<file path="src/rtl/baser_257b_tx_scheduler.sv">
// Gathers four 66b blocks into one 257b transcoded word with valid/ready handshakes on both sides.
// Define BASER_257B_AM_EN to insert a one-cycle alignment-marker gap every AM_PERIOD transferred words.
module baser_257b_tx_scheduler #(
    parameter int DATA_WIDTH = 64,
    parameter int TC_WIDTH   = 4*DATA_WIDTH+1,
    parameter int CNT_WIDTH  = 32,
    parameter int AM_PERIOD  = 1024
) (
    input  logic                  clk,
    input  logic                  i_rst_n,
    input  logic [DATA_WIDTH+1:0] i_blk,
    input  logic                  i_valid,
    output logic                  o_ready,
    output logic [TC_WIDTH-1:0]   o_tx_coded,
    output logic                  o_valid,
    input  logic                  i_ready,
    output logic                  o_am_slot,
    output logic [CNT_WIDTH-1:0]  o_block_count,
    output logic [CNT_WIDTH-1:0]  o_data_count,
    output logic [CNT_WIDTH-1:0]  o_ctrl_count,
    output logic [CNT_WIDTH-1:0]  o_hdr_err_count
);

    typedef enum logic [1:0] {
        ST_COLLECT = 2'd0,
        ST_EMIT    = 2'd1,
        ST_AM      = 2'd2
    } state_t;

    state_t                 state_q, state_d;
    logic [1:0]             idx_q, idx_d;
    logic [DATA_WIDTH-1:0]  slot_q [3];
    logic [DATA_WIDTH-1:0]  slot_d [3];
    logic [2:0]             flag_q, flag_d;
    logic                   rst_done_q;
    logic                   valid_q, valid_d;
    logic [TC_WIDTH-1:0]    word_q, word_d;
    logic [CNT_WIDTH-1:0]   block_cnt_q, block_cnt_d;
    logic [CNT_WIDTH-1:0]   data_cnt_q, data_cnt_d;
    logic [CNT_WIDTH-1:0]   ctrl_cnt_q, ctrl_cnt_d;
    logic [CNT_WIDTH-1:0]   err_cnt_q, err_cnt_d;

    logic                   in_am;
    logic                   cur_flag;
    logic                   hdr_err;
    logic                   accept;
    logic                   xfer;
    logic [DATA_WIDTH-1:0]  pay [4];
    logic [3:0]             flags;
    logic [TC_WIDTH-1:0]    built;
    int                     pos;
    logic                   squeezed;

`ifdef BASER_257B_AM_EN
    localparam int AmW = (AM_PERIOD > 1) ? $clog2(AM_PERIOD) : 1;
    logic [AmW-1:0]         am_cnt_q, am_cnt_d;
    assign in_am = (state_q == ST_AM);
`else
    assign in_am = 1'b0;
`endif

    assign cur_flag  = (i_blk[1:0] == 2'b01);
    assign hdr_err   = (i_blk[1:0] == 2'b00) || (i_blk[1:0] == 2'b11);
    assign o_ready   = rst_done_q && !in_am && (!valid_q || i_ready);
    assign o_valid   = valid_q && !in_am;
    assign accept    = i_valid && o_ready;
    assign xfer      = o_valid && i_ready;

    assign o_am_slot       = in_am;
    assign o_tx_coded      = word_q;
    assign o_block_count   = block_cnt_q;
    assign o_data_count    = data_cnt_q;
    assign o_ctrl_count    = ctrl_cnt_q;
    assign o_hdr_err_count = err_cnt_q;

    // Word assembly: only the first ctrl block loses its type high nibble, so later payloads shift down by 4.
    always_comb begin
        pay[0]   = slot_q[0];
        pay[1]   = slot_q[1];
        pay[2]   = slot_q[2];
        pay[3]   = i_blk[DATA_WIDTH+1:2];
        flags    = {cur_flag, flag_q};
        built    = '0;
        pos      = 5;
        squeezed = 1'b0;
        if (&flags) begin
            built = {pay[3], pay[2], pay[1], pay[0], 1'b1};
        end else begin
            built[4:1] = flags;
            for (int k = 0; k < 4; k++) begin
                if (!flags[k] && !squeezed) begin
                    built    = built | (TC_WIDTH'({pay[k][DATA_WIDTH-1:8], pay[k][3:0]}) << pos);
                    pos      = pos + DATA_WIDTH - 4;
                    squeezed = 1'b1;
                end else begin
                    built = built | (TC_WIDTH'(pay[k]) << pos);
                    pos   = pos + DATA_WIDTH;
                end
            end
        end
    end

    always_comb begin
        state_d     = state_q;
        idx_d       = idx_q;
        slot_d      = slot_q;
        flag_d      = flag_q;
        valid_d     = valid_q;
        word_d      = word_q;
        block_cnt_d = block_cnt_q;
        data_cnt_d  = data_cnt_q;
        ctrl_cnt_d  = ctrl_cnt_q;
        err_cnt_d   = err_cnt_q;
`ifdef BASER_257B_AM_EN
        am_cnt_d    = am_cnt_q;
`endif

        if (xfer) begin
            valid_d     = 1'b0;
            block_cnt_d = block_cnt_q + CNT_WIDTH'(1);
            if (word_q[0]) begin
                data_cnt_d = data_cnt_q + CNT_WIDTH'(1);
            end else begin
                ctrl_cnt_d = ctrl_cnt_q + CNT_WIDTH'(1);
            end
        end

        if (accept && hdr_err) begin
            err_cnt_d = err_cnt_q + CNT_WIDTH'(1);
        end

        case (state_q)
            ST_COLLECT: begin
                if (accept) begin
                    slot_d[idx_q] = i_blk[DATA_WIDTH+1:2];
                    flag_d[idx_q] = cur_flag;
                    idx_d         = idx_q + 2'd1;
                end
            end
            ST_EMIT: begin
                if (accept) begin
                    word_d  = built;
                    valid_d = 1'b1;
                    idx_d   = 2'd0;
                end
            end
            default: begin
            end
        endcase

        state_d = (idx_d == 2'd3) ? ST_EMIT : ST_COLLECT;

`ifdef BASER_257B_AM_EN
        // The gap follows the transfer itself, so a word is never withdrawn once it has been presented.
        if (xfer) begin
            if (am_cnt_q == AmW'(AM_PERIOD - 1)) begin
                am_cnt_d = '0;
                state_d  = ST_AM;
            end else begin
                am_cnt_d = am_cnt_q + AmW'(1);
            end
        end
`endif
    end

    always_ff @(posedge clk or negedge i_rst_n) begin
        if (!i_rst_n) begin
            state_q     <= ST_COLLECT;
            idx_q       <= 2'd0;
            slot_q      <= '{default: '0};
            flag_q      <= 3'd0;
            rst_done_q  <= 1'b0;
            valid_q     <= 1'b0;
            word_q      <= '0;
            block_cnt_q <= '0;
            data_cnt_q  <= '0;
            ctrl_cnt_q  <= '0;
            err_cnt_q   <= '0;
`ifdef BASER_257B_AM_EN
            am_cnt_q    <= '0;
`endif
        end else begin
            state_q     <= state_d;
            idx_q       <= idx_d;
            slot_q      <= slot_d;
            flag_q      <= flag_d;
            rst_done_q  <= 1'b1;
            valid_q     <= valid_d;
            word_q      <= word_d;
            block_cnt_q <= block_cnt_d;
            data_cnt_q  <= data_cnt_d;
            ctrl_cnt_q  <= ctrl_cnt_d;
            err_cnt_q   <= err_cnt_d;
`ifdef BASER_257B_AM_EN
            am_cnt_q    <= am_cnt_d;
`endif
        end
    end

endmodule
</file>
<file path="config.mk">
export PLATFORM = sky130hd
export DESIGN_NAME = baser_257b_tx_scheduler
export DESIGN_NICKNAME = d
export VERILOG_FILES = /design/src/rtl/baser_257b_tx_scheduler.sv
export SDC_FILE = /design/constraint.sdc
export NUM_CORES = 1
export LEC_CHECK = 0
export ABC_CLOCK_PERIOD_IN_PS = 2900
export CAP_MARGIN = 40
export CORE_MARGIN = 5
export CORE_UTILIZATION = 53
export DETAILED_ROUTE_END_ITERATION = 8
export PLACE_DENSITY = 0.87
export SLEW_MARGIN = 15
export SYNTH_ARGS = -nofsm -noshare
export SYNTH_HDL_FRONTEND = slang
export SYNTH_SLANG_ARGS = --single-unit
</file>
<file path="constraint.sdc">
create_clock -name clk -period 2.9 [get_ports clk]
set_clock_uncertainty 0.2 [all_clocks]
set_input_delay 0.58 -clock clk [delete_from_list [all_inputs] [get_ports clk]]
set_output_delay 0.58 -clock clk [all_outputs]
set_load 0.01 [all_outputs]
</file>
==> results by group, run 1 <==
Floorplan
  • Initial core utilization: 0.533
  • Rows: 79
  • Die Y: around 230 microns
  • Core area: approximately 46000 sq um
  • Io pins: 458
  • DIE WIDTH: approximately 230 microns
  • Die area: just over 50000 sq um

Clocking
  • Bufs on Longest Clock Path: 3
  • CTS sink count: 585
  • CTS Root Cell: clkbuf_16
  • Post CTS Setup Buffer Count: 0
  • CTS Buf Count: between 50 and 60
  • CTS tree: built
  • Clock Latency Late Sink: ~0.62 ns
  • Clk pin slew, worst setup/hold paths: 0.06 ns
  • H-tree depth: 2

Setup path
  • R2R depth: 4
  • CP Cell Sequence: clkdlybuf4s50_1 -> nand2b_2 -> and2_1 -> clkdlybuf4s50_1
  • Arrival @ worst endpoint: about 2 ns
  • Reg2reg setup slack: around 0.50 ns
  • Worst r2r src: o_tx_coded[0]
  • CP startpoint: i_ready
  • Worst R2R End: o_data_count[27]
  • Endpoint class of the critical path: output pin
  • Crit-path slowest cell: clkdlybuf4s50_1
  • Worst Path Class, Setup: input pin to output pin
  • Crit path required time: approximately 2.1 ns
  • Worst setup path endpoint: o_ready
  • Critical path peak fanout: 4
  • Peak per-stage delay on the critical path: 0.55 ns
  • Critical Path Source Type: input pin
  • CP most frequent cell: clkdlybuf4s50_1

Status
  • Status: completed

Placed design
  • Routability cong.: about 0.88
  • DP HPWL: between 50 and 60 mm
  • Buffers on Ports: 456
  • Placement Cell Area: a little over 30000 sq um

Global routing
  • Initial antenna violation count: 0
  • Vias in the first global route: 18525
  • Largest net degree at the start of global routing: 76
  • Global route overflow: 0
  • GR Util All Layers: 0.275
  • First-pass GRT wire length: roughly 110 mm

Timing
  • Max frequency: 355 MHz
  • Hold Slack: 0.274 ns
  • Tmin final: approximately 2.8 ns
  • Unrepaired setup endpoints after global routing: false
  • Max_slew headroom: 0.408
  • Final hold viol count: 0
  • Worst-Margin Slew: ~0.9 ns
  • Final setup fails: 0
  • Tcrit/Tclk final: 0.973
  • Slew Limit Fails: 0

Synthesis
  • Mapped cell area: 24700 sq um
  • Top cell type's share of synthesized area: 0.592
  • Cells after synthesis: 1962
  • Register area share after synthesis: 0.592
  • Post-synth ARST share: 1.00
  • Netlist cell types: 40
  • Synthesized flop and latch total: slightly below 600
  • Mean post-synth cell area: ~13 sq um
  • Yosys warns: 0
  • Ys flop type: dfrtp_1
  • Synth area leader: dfrtp_1
  • Top post-synthesis cells by area: dfrtp_1 (59%), mux2_2 (11%), mux2i_1 (8.0%), o21ai_0 (4.1%), nand2_1 (3.7%)
  • Post-synth EDFFs: 0
  • Syn Nets: slightly above 2000

Layout
  • Post-route cell area: ~32000 sq um
  • P&R area growth vs syn: 31.2%
  • Layout cells sized above 1: 0.176
  • Fin nets: 2522
  • Ant diodes: 0

Pwr
  • VDD IR max: between 700 and 800 uV
  • PwrDens: around 1000 nW/um^2
  • LEAKAGE: 15.3 nW

Drt
  • Residual DRC: 0
  • TritonRoute pass-1 iters: 5
  • DR iter-0 viols: ~1300
  • Via Count: between 15000 and 20000
  • Via density: approximately 5.7
  • WL per Instance: around 23 microns
  • Routed Wire Length: ~71 mm
  • ANT nets after route: 0

Worst hold path
  • Hold depth: 1
  • Hold WC Path Type: register to register

Job
  • Max capacitance violation total: 0
## cells in the final DEF, fill, tap and decap left out, drive strengths merged, types with 10 or more instances in the layout
| cell type | netlist | final |
|---|---|---|
| dfrtp | 585 | 585 |
| clkdlybuf4s50 | 0 | 455 |
| mux2 | 255 | 255 |
| nand2 | 244 | 244 |
| o21ai | 203 | 203 |
| mux2i | 198 | 198 |
| clkbuf | 39 | 91 |
| buf | 72 | 76 |
| xnor2 | 74 | 74 |
| xor2 | 50 | 50 |
| nand3 | 47 | 47 |
| nand4 | 43 | 43 |
| nor4 | 26 | 26 |
| nor3 | 23 | 23 |
| inv | 21 | 21 |
| nor2 | 19 | 19 |
| and3 | 15 | 15 |
| and2 | 10 | 10 |
| clkinv | 0 | 10 |
## logic make-up after synthesis
| group | Yosys count | share of synthesized area |
|---|---|---|
| AOI/OAI and AO/OA | 203 | 0.0411 |
| and+or+nand+nor | 454 | 0.0927 |
| xor gates and xnor gates | 124 | 0.0440 |
| other | 2 | 0.000304 |
| muxes | 453 | 0.196 |
| adders and majority gates | 9 | 0.00456 |
| buffers and inverters | 132 | 0.0285 |
| DFF | 585 | 0.592 |
## layer usage
metal,vias up,GRT usage,part of all wire
li1,7810,-,-
met1,8940,0.353,0.39
met2,669,0.457,0.49
met3,154,0.0698,0.076
met4,0,0.0964,0.039
met5,-,0,0
## worst max-delay path, delay by kind of cell
kind / cells / cell delay (ns)
and+or+nand+nor: 2 / 0.39
buffers and inverters: 2 / 1.06
## registers in the layout, indices dropped and copies added, names as in the netlist
signal / flops
rst_done_q: 1
o_tx_coded: 257
flag_q: 3
o_block_count: 32
o_hdr_err_count: 32
o_ctrl_count: 32
o_valid: 1
state_q: 1
idx_q: 2
o_data_count: 32
pay: 192
## Yosys cell counts, types with 2 or more instances
library cell / instances
and2_1: 10
and3_1: 15
and4_1: 9
buf_1: 11
buf_2: 37
buf_4: 7
buf_6: 16
clkbuf_1: 39
conb_1: 2
dfrtp_1: 585
ha_1: 9
inv_1: 20
mux2_1: 20
mux2_2: 235
mux2i_1: 198
nand2_1: 244
nand2b_1: 2
nand3_1: 47
nand4_1: 42
nor2_1: 19
nor3_1: 17
nor3_2: 6
nor3b_2: 3
nor4_1: 14
nor4_2: 9
nor4_4: 3
o21ai_0: 203
or2_2: 3
or3_1: 2
or4_1: 3
xnor2_1: 74
xor2_1: 50
## through the flow
stage | worst slack (ns) | TNS, ns | utilization | power, mW | cells
4_1_cts | 0.0881 | 0 | 0.699 | 33.2 | 3098
3_3_place_gp | 0.0137 | 0 | 0.654 | 24.4 | 2989
5_1_grt | 0.0296 | 0 | 0.699 | 34.6 | 3098
6_report | 0.0795 | 0 | 0.699 | 33.0 | 3098
3_5_place_dp | -0.0241 | -0.160 | 0.654 | 24.9 | 2989
2_1_floorplan | 0.491 | 0 | - | 18.4 | 1962
## final cells by class
class	instances	area, sq um
flip-flops and latches	585	14600
repair buffers	532	5460
clock buffers	91	1800
well taps	607	759
clock inverters	17	283
inverters	21	78.8
multi-input cells	1245	9410
fillers	3058	13900
## power by group
group / total [mW] / leakage (nW) / switching [mW] / internal, mW
registers: 14.1 / 7.40 / 2.72 / 11.3
clock network: 8.06 / 1.03 / 3.20 / 4.86
logic: 10.9 / 6.91 / 4.81 / 6.07
## how the worst min path moves through the flow
stage / startpoint / end
after floorplan: i_rst_n / flag_q[0]
after global placement: o_hdr_err_count[31] / o_hdr_err_count[31]
after detailed placement: o_hdr_err_count[31] / o_hdr_err_count[31]
after CTS: o_hdr_err_count[31] / o_hdr_err_count[31]
after global routing: o_data_count[31] / o_data_count[31]
final: o_hdr_err_count[31] / o_hdr_err_count[31]
## repair_timing
item                      in CTS  in global routing
hold buffers                   1                  0
hold endpoints to repair      46                  0
resized for setup              0                  0
No activity file was read; power rests on OpenSTA's default activity.
==> run 2: changes to the inputs <==
--- a/config.mk
+++ b/config.mk
@@ -11,5 +11,6 @@
 export CORE_UTILIZATION = 53
 export DETAILED_ROUTE_END_ITERATION = 8
-export PLACE_DENSITY = 0.87
+export GPL_ROUTABILITY_DRIVEN = 0
+export PLACE_DENSITY = 0.8
 export SLEW_MARGIN = 15
 export SYNTH_ARGS = -nofsm -noshare
==> constraint.sdc (replaced) <==
create_clock -name clk -period 2.9 [get_ports clk]
set_clock_uncertainty 0.2 [all_clocks]
set_input_delay 0.435 -clock clk [delete_from_list [all_inputs] [get_ports clk]]
set_output_delay 0.435 -clock clk [all_outputs]
set_load 0.01 [all_outputs]
==> results by group, run 2 (synthesis results as in run 1) <==
Global routing
  • GR Util All Layers: 0.271 (-0.00415)
  • Global route overflow: 0 (unchanged)
  • Largest net degree at the start of global routing: 87 (+14%)
  • Vias in the first global route: 18266 (-1.4%)
  • Initial antenna violation count: 1 (+1)
  • First-pass GRT wire length: 108 mm (-1.3%)

Clocking
  • Hold buffer count at CTS: 1 (unchanged)
  • CTS tree: built
  • Post CTS Setup Buffer Count: 0 (unchanged)
  • H-tree depth: 2 (unchanged)
  • Clk pin slew, worst setup/hold paths: 0.06 ns (about the same)
  • CTS Root Cell: clkbuf_16
  • Bufs on Longest Clock Path: 3 (unchanged)
  • CTS sink count: 585 (unchanged)
  • Clock Latency Late Sink: 0.62 ns (about the same)
  • Post-CTS Resized: 0 (unchanged)
  • CTS Buf Count: 59 (+1.7%)

Drt
  • Via Count: 17391 (-1.0%)
  • Via density: 5.63 (-0.81%)
  • DR iter-0 viols: 1168 (-11%)
  • Routed Wire Length: 69.3 mm (-2.7%)
  • WL per Instance: 22.4 microns (-2.5%)
  • Residual DRC: 0 (unchanged)
  • ANT nets after route: 0 (unchanged)
  • TritonRoute pass-1 iters: 5 (unchanged)

Layout
  • Register Area: 14600 sq um (unchanged)
  • Final-layout fill cell count: 3249 (+6.2%)
  • Post-route cell area: 32300 sq um (-0.39%)
  • Ant diodes: 0 (unchanged)
  • Most common cell after layout, fill and taps aside: dfrtp_1
  • Finished Layout Cells: 3091 (-0.23%)
  • P&R area growth vs syn: 30.7%
  • Fin nets: 2514 (-0.32%)
  • Layout cells sized above 1: 0.171 (-0.00434)
  • Core Util, Final: 0.697 (-0.00270)
  • Multi-input gate area: 9420 sq um (about the same)
  • Largest register FFs: 257 (unchanged)
  • Commonest cells after routing, fill and taps aside: dfrtp_1 (585), clkdlybuf4s50_1 (455), nand2_1 (243), mux2_2 (235), o21ai_0 (203)

Floorplan
  • DIE WIDTH: 226 microns (unchanged)
  • Core area: 46400 sq um (unchanged)
  • Initial core utilization: 0.533 (unchanged)
  • Die Y: 226 microns (unchanged)
  • Rows: 79 (unchanged)
  • Io pins: 458 (unchanged)
  • Die area: 51000 sq um (unchanged)

Status
  • Status: completed

Setup path
  • Worst Path Class, Setup: register to output pin
  • Worst r2r src: o_tx_coded[0]
  • Critical Path Source Type: register
  • Crit path required time: 2.27 ns (+0.15 ns)
  • Endpoint class of the critical path: output pin
  • Critical path peak fanout: 10 (+6)
  • CP startpoint: o_valid
  • Arrival @ worst endpoint: 2.12 ns (+0.08 ns)

Timing
  • Tmin final: 2.76 ns (-0.0645 ns)
  • Hold Slack: 0.185 ns (-0.0890 ns)
  • Setup_tns: 0 ns (unchanged)
  • Max_slew headroom: 0.424 (+0.0155)
  • Final hold viol count: 0 (unchanged)
  • Tcrit/Tclk final: 0.950 (-0.0222)
  • Final setup fails: 0 (unchanged)
  • Slew Limit Fails: 0 (unchanged)
  • Max frequency: 363 MHz (+2.3%)
  • Worst-Margin Slew: 0.857 ns (-0.0231 ns)
  • Unrepaired setup endpoints after global routing: false

Pwr
  • LEAKAGE: 15.3 nW (-0.48%)
  • PwrDens: 1010 nW/um^2 (-0.92%)
  • VDD IR max: 564 uV (-27%)

Placed design
  • Placement Cell Area: 30300 sq um (about the same)
  • Post-placement cell count: 2980 (-0.30%)
  • DP HPWL: 50.2 mm (-1.4%)
  • Buffers on Ports: 456 (unchanged)

Job
  • Max capacitance violation total: 0 (unchanged)

Worst hold path
  • Hold WC Path Type: input pin to asynchronous set/reset pin
run 2: changes by cell type in the layout (fill, tap and decap cells not counted):
cell	previous run	this run
clkbuf_1	12	18
clkinv_2	8	12
buf_12	25	28
nor4_1	13	12
nor4_2	10	11
buf_4	50	38
clkbuf_8	20	12
clkbuf_16	59	60
clkinv_4	0	1
bufinv_16	7	5
inv_6	0	1
clkinv_8	2	1
run 2: where the power goes:
group / total [mW] / internal, mW / switching, mW / leakage, nW
combinational: 10.8 / 6.07 / 4.72 / 6.89
clock: 7.76 / 4.56 / 3.20 / 0.980
sequential: 14.0 / 11.3 / 2.68 / 7.40
total: 32.6 / 22.0 / 10.6 / 15.3
run 2: final timing paths:
path                                    endpoint  slack, ns  cells after the start
worst min-delay path             o_tx_coded[225]       0.19                      2
worst min register to register  o_ctrl_count[31]       0.27                      1
worst max register to register  o_data_count[29]       0.57                      4
max in group asynchronous        o_ctrl_count[0]       1.43                      3
min in group clk                o_ctrl_count[31]       0.27                      1
worst max-delay path                     o_ready       0.14                      4
run 2: critical path, stage by stage (launching register included):
cell             delay, ns
dfrtp_1               0.50
nand2b_2              0.16
buf_4                 0.17
and2_1                0.13
clkdlybuf4s50_1       0.54
run 2: through the flow:
step | power, mW | setup WS [ns]
floorplan | 18.4 | 0.636
global placement | 24.4 | 0.131
finish | 32.6 | 0.144
global route | 34.3 | 0.0442
CTS | 32.8 | 0.100
detailed placement | 24.9 | 0.131
run 2: area by class of cell:
| class | count | area share |
|---|---|---|
| Clock inverter | 20 | 0.00755 |
| Multi-Input combinational cell | 1245 | 0.292 |
| Clock buffer | 90 | 0.0537 |
| Sequential cell | 585 | 0.453 |
| Timing Repair Buffer | 523 | 0.168 |
| Inverter | 21 | 0.00244 |
| Tap cell | 607 | 0.0235 |
run 2: metal layers:
| layer | GRT usage | vias to the layer above | wire length (microns) | share of wire |
|---|---|---|---|---|
| met4 | 0.0906 | 0 | 2440 | 0.035 |
| met5 | 0 | - | 0 | 0 |
| met1 | 0.359 | 8857 | 27800 | 0.40 |
| met3 | 0.0597 | 126 | 5010 | 0.072 |
| li1 | - | 7800 | - | - |
| met2 | 0.446 | 608 | 34100 | 0.49 |
